**config.mk**
```make
export PLATFORM = sky130hd
export DESIGN_NAME = pm_io_sequencer
export DESIGN_NICKNAME = d
export VERILOG_FILES = /design/src/rtl/pm_io_pkg.sv /design/src/rtl/sw_debounce.sv /design/src/rtl/pm_io_sequencer.sv
export SDC_FILE = /design/constraint.sdc
export NUM_CORES = 1
export LEC_CHECK = 0
export ABC_CLOCK_PERIOD_IN_PS = 5530
export BUFFER_PORTS_ARGS = -buffer_cell sky130_fd_sc_hd__buf_2
export CAP_MARGIN = 10
export CORE_ASPECT_RATIO = 1.1
export CORE_MARGIN = 2
export CORE_UTILIZATION = 31
export CTS_CLUSTER_SIZE = 10
export DETAILED_ROUTE_END_ITERATION = 7
export HOLD_SLACK_MARGIN = 0.05
export PLACE_DENSITY = 0.51
export SYNTH_ARGS = -nofsm -noshare
export SYNTH_HDL_FRONTEND = slang
export SYNTH_SLANG_ARGS = --single-unit
export TNS_END_PERCENT = 50
```
**constraint.sdc**
```tcl
create_clock -name fastclk -period 5.53 [get_ports fastclk]
set_input_delay 1.659 -clock fastclk [delete_from_list [all_inputs] [get_ports fastclk]]
set_output_delay 1.659 -clock fastclk [all_outputs]
set_load 0.03 [all_outputs]
```
**src/rtl/pm_io_pkg.sv**
```systemverilog
// Shared types and constants for the picoMIPS switch/LED I/O sequencer.
package pm_io_pkg;

    localparam int unsigned SYNC_STAGES = 2;

    // REL_N has no code of its own: it is SHOW_Y with the debounced strobe held high.
    typedef enum logic [2:0] {
        WAIT_X = 3'd0,
        REL_X  = 3'd1,
        WAIT_Y = 3'd2,
        REL_Y  = 3'd3,
        BUSY   = 3'd4,
        SHOW_X = 3'd5,
        REL_S  = 3'd6,
        SHOW_Y = 3'd7
    } seq_state_t;

endpackage

```
**src/rtl/sw_debounce.sv**
```systemverilog
// Synchronises an asynchronous, bouncy switch and emits a debounced level plus
// single-cycle press/release strobes in the cycle the level changes.
module sw_debounce
    import pm_io_pkg::*;
#(
    parameter int unsigned DEB_CYCLES = 4
) (
    input  logic fastclk,
    input  logic nReset,
    input  logic raw,
    output logic level,
    output logic press_c,
    output logic rel_c
);

    localparam int unsigned CW = (DEB_CYCLES > 1) ? $clog2(DEB_CYCLES) : 1;
    localparam logic [CW-1:0] CNT_LAST = CW'(DEB_CYCLES - 1);

    logic [SYNC_STAGES-1:0] sync_q;
    logic [CW-1:0]          cnt_q, cnt_d;
    logic                   level_q, level_d;
    logic                   synced, differ, flip;

    assign synced = sync_q[SYNC_STAGES-1];

    // Count consecutive samples that disagree with the level; any agreeing sample restarts.
    always_comb begin
        differ  = (synced != level_q);
        flip    = differ && (cnt_q == CNT_LAST);
        cnt_d   = (differ && !flip) ? cnt_q + CW'(1) : '0;
        level_d = flip ? synced : level_q;
        press_c = flip && synced;
        rel_c   = flip && !synced;
    end

    always_ff @(posedge fastclk or negedge nReset) begin
        if (!nReset) begin
            sync_q  <= '0;
            cnt_q   <= '0;
            level_q <= 1'b0;
        end else begin
            sync_q  <= {sync_q[SYNC_STAGES-2:0], raw};
            cnt_q   <= cnt_d;
            level_q <= level_d;
        end
    end

    assign level = level_q;

endmodule

```
**src/rtl/pm_io_sequencer.sv**
```systemverilog
// Switch/LED handshake for the picoMIPS core: captures x1/y1 on strobe presses,
// starts the core, then shows x2 and y2 on LED on successive presses.
module pm_io_sequencer
    import pm_io_pkg::*;
#(
    parameter int unsigned W          = 8,
    parameter int unsigned DEB_CYCLES = 4
) (
    input  logic         fastclk,
    input  logic         nReset,
    input  logic [W-1:0] sw_data,
    input  logic         sw_strobe,
    output logic [W-1:0] x_out,
    output logic [W-1:0] y_out,
    output logic         start,
    input  logic         done,
    input  logic [W-1:0] res_x,
    input  logic [W-1:0] res_y,
    output logic [W-1:0] LED,
    output logic [2:0]   phase
);

    seq_state_t   state_q, state_d;
    logic [W-1:0] x_q, x_d, y_q, y_d;
    logic [W-1:0] led_q, led_d, ry_q, ry_d;
    logic         start_q, start_d;
    logic         strobe_level, press_c, rel_c;

    sw_debounce #(
        .DEB_CYCLES(DEB_CYCLES)
    ) u_deb (
        .fastclk(fastclk),
        .nReset (nReset),
        .raw    (sw_strobe),
        .level  (strobe_level),
        .press_c(press_c),
        .rel_c  (rel_c)
    );

    // Next state; BUSY only reacts to done, so a coincident press is dropped.
    always_comb begin
        state_d = state_q;
        x_d     = x_q;
        y_d     = y_q;
        led_d   = led_q;
        ry_d    = ry_q;
        start_d = 1'b0;
        case (state_q)
            WAIT_X: if (press_c) begin
                x_d     = sw_data;
                state_d = REL_X;
            end
            REL_X:  if (rel_c) state_d = WAIT_Y;
            WAIT_Y: if (press_c) begin
                y_d     = sw_data;
                state_d = REL_Y;
            end
            REL_Y:  if (rel_c) begin
                start_d = 1'b1;
                state_d = BUSY;
            end
            BUSY:   if (done) begin
                ry_d    = res_y;
                led_d   = res_x;
                state_d = SHOW_X;
            end
            SHOW_X: if (press_c) begin
                led_d   = ry_q;
                state_d = REL_S;
            end
            REL_S:  if (rel_c) state_d = SHOW_Y;
            SHOW_Y: if (rel_c && strobe_level) begin
                led_d   = '0;
                state_d = WAIT_X;
            end
            default: state_d = WAIT_X;
        endcase
    end

    always_ff @(posedge fastclk or negedge nReset) begin
        if (!nReset) begin
            state_q <= WAIT_X;
            x_q     <= '0;
            y_q     <= '0;
            led_q   <= '0;
            ry_q    <= '0;
            start_q <= 1'b0;
        end else begin
            state_q <= state_d;
            x_q     <= x_d;
            y_q     <= y_d;
            led_q   <= led_d;
            ry_q    <= ry_d;
            start_q <= start_d;
        end
    end

    assign x_out = x_q;
    assign y_out = y_q;
    assign start = start_q;
    assign LED   = led_q;
    assign phase = 3'(state_q);

endmodule

```
==> summary.txt <==
Synthesis
  – Synthesis warning total: 0
  – Gate Count Post-Synth: 137
  – Sequential share of the synthesized area: between 50 and 60%
  – Area contributors post-synth: dfrtp_1 56%, mux2_2 9.8%, mux2_4 6.5%, mux2i_1 4.4%, nor3b_1 3.7%
  – Post-synth ARST share: 100.0%
  – Flop and latch count out of synthesis: between 40 and 50
  – Most used DFF post-synth: dfrtp_1
  – Mapped Area: 0.001837 mm²
  – Synth area leader: dfrtp_1
  – EDFF count, synth: 0
  – Area share of the largest cell type after synthesis: between 50% and 60%
  – Count of cell types in the netlist: 30
  – Post-Syn Nets: between 150 and 200
  – Synthesized area per cell: 13.41 µm²

Cells and area
  – Fin area: approximately 0.0023 mm²
  – Inserted Diodes: 0
  – Layout area overhead: 25.68%
  – Layout cell share with drive strength beyond 1: between 40 and 50%
  – Filler cell count: approximately 600
  – # nets final: about 220

Outcome
  – Status: complete, no violations

Global routing
  – Global route total overflow: 0
  – Pin count of the biggest net entering global routing: between 40 and 50
  – Gr usage total: roughly 11%
  – Initial antenna violation count: 0
  – First-pass GRT wire length: just under 6000 µm
  – Via count of the first global-routing pass: 1279

Clock network
  – Post-CTS Hold Fix Bufs: 0
  – Clk sinks: 41
  – CTS resizes: 0
  – Maximum root-to-sink buffer count: 2
  – Clk Latency, worst-skew pair: about 0.29 ns
  – TritonCTS Buffers: 5
  – Worst-path clk slew: about 0.07 ns
  – Root cell of the clock tree: clkbuf_8
  – Post-CTS Setup Inserts: 0
  – H-tree Lvls: 2
  – CTS tree: yes

Critical path
  – Critical Path Source Type: register
  – Crit-path slowest cell: dfrtp_1
  – R2r endpoint: y_out[6]
  – Req. time, crit path: 3.87 ns
  – CP Data Arrival Time: 1.38 ns
  – Buf+Inv Stages, Crit Path: 1
  – Critical path's largest stage delay: between 0.7 and 0.8 ns
  – Reg2Reg Launch Point: u_deb.cnt_q[0]
  – Crit-path max FO: 20
  – Crit path cell chain: buf_2
  – CP delay by family, top: flip-flops
  – Crit Path Category: reg -> out
  – Reg2reg setup slack: roughly 3.6 ns
  – Path depth of the worst reg2reg path: 4
  – Crit end category: output port

STA
  – Min cycle time layout: 3.040 ns
  – Slew headroom: roughly 40%
  – RSZ-0062 raised after global routing: false
  – Layout Skew: 0.005053 ns
  – Fin crit share: a little over half
  – Slew @ Worst Pin: 0.9017 ns
  – Fmax achieved: between 0.3 and 0.4 GHz
  – Slew Viols, Final: 0
  – Fin Setup TNS: 0 ns
  – # setup viols final: 0
  – Final hold violations: 0

Floorplanning
  – Width of the die: between 70 and 80 µm
  – Die height: roughly 85 µm
  – Core Footprint: ~0.0057 mm²
  – # IOs: 56
  – Die area: approximately 0.0066 mm²
  – Rows: 29
  – Starting Density: about a third

Route
  – Total wire length: ~3600 µm
  – Initial DRC count: 43
  – Vias per cell: ~4.6
  – DRC: 0
  – Drt first pass iters: 4
  – Final ANT Viol Nets: 0
  – WL per Instance: 13.16 µm
  – Vias post-DR: between 1000 and 1500

Pwr
  – Pwr Density: 461.4 mW/mm²
  – Leak: between 1 and 1.5 nW
  – Peak supply drop: ~140 µV
  – Power Total: about 1.1 mW

Min path
  – Worst min path class: reg -> reg
  – Hold Crit Start: u_deb.sync_q[0]
  – WHS Endpoint: u_deb.sync_q[1]
  – Hold Path Cell Cnt: 0

Placement
  – HPWL Detailed: 2609 µm
  – Final GP Congestion: approximately 0.73
  – # port buffers: between 50 and 60
  – Placed cell area: 0.002175 mm²

Job
  – Max-cap viol count: 0
registers in the layout, indices dropped and copies added, names as in the netlist:
register,cells
LED,8
phase,3
ry_q,8
start,1
u_deb.cnt_q,2
u_deb.level,1
u_deb.sync_q,2
x_out,8
y_out,8
synthesized netlist by cell type (3+ instances only):
cell and instances:
a21oi_1 8, buf_2 3, dfrtp_1 41, inv_1 9, mux2_2 16, mux2_4 8, mux2i_1 8, nand2_1 6
nor3b_1 9, o21ai_0 5
per-layer routing:
| metal | track usage, % | part of all wire [%] |
|---|---|---|
| met2 | 18.58 | 47 |
| met1 | 13.34 | 44 |
| met5 | 0 | 0 |
| met3 | 3.656 | 8.1 |
| met4 | 5.357 | 0.73 |
placed cells by master (no fill, tap or decap), types with 2 or more instances in the layout:
cell type	netlist	routed
buf_2	3	55
dfrtp_1	41	41
mux2_2	16	16
nor3b_1	9	9
inv_1	9	9
mux2_4	8	8
a21oi_1	8	8
mux2i_1	8	8
nand2_1	6	6
o21ai_0	5	5
clkbuf_8	0	5
xnor2_1	2	2
nand4b_1	2	2
nor2b_1	2	2
nand3b_1	2	2
bufinv_16	0	2
how the worst max path moves through the flow:
stage / cells after the start / to / slack, ns / startpoint
after floorplan: 3 / ry_q[0] / 3.02 / done
after global routing: 1 / phase[1] / 2.41 / phase[1]
final: 1 / phase[1] / 2.49 / phase[1]
after CTS: 1 / phase[1] / 2.48 / phase[1]
after detailed placement: 5 / LED[4] / 2.75 / done
after global placement: 4 / ry_q[2] / 2.79 / done
where the power goes:
group          internal, mW  leakage, nW  switching [mW]
clock network         0.179       0.0681           0.101
logic                 0.130        0.572           0.203
registers             0.365        0.508          0.0872
total                 0.674         1.15           0.391
final cells by class:
class                           count  area, µm²  area share, %
Sequential cell                    41       1026          44.44
Multi-Input combinational cell     81      743.2          32.20
Timing Repair Buffer               55      275.3          11.92
Tap cell                           77      96.34          4.173
Clock buffer                        5      68.82          2.981
Clock inverter                      3      65.06          2.818
Inverter                            9      33.78          1.463
cell families after synthesis:
family | synth area share [%]
AO/OA/AOI/OAI | 6.131
multiplexers | 20.71
flip-flops | 55.86
AND/OR/NAND/NOR | 11.99
XOR/XNOR | 0.9539
adder cells (fa/ha/maj) | 0.6811
buffers and inverters | 3.678
stage by stage:
stage	instances	setup WS, ns	hold WS [ns]	utilization (%)
global route	271	2.407	0.3790	40.27
global placement	263	2.794	0.3450	37.93
floorplan	137	3.018	0.3312	-
detailed placement	263	2.755	0.3441	37.93
finish	271	2.490	0.3598	40.27
CTS	271	2.476	0.3614	40.27
(Power assumes the default switching activity.)
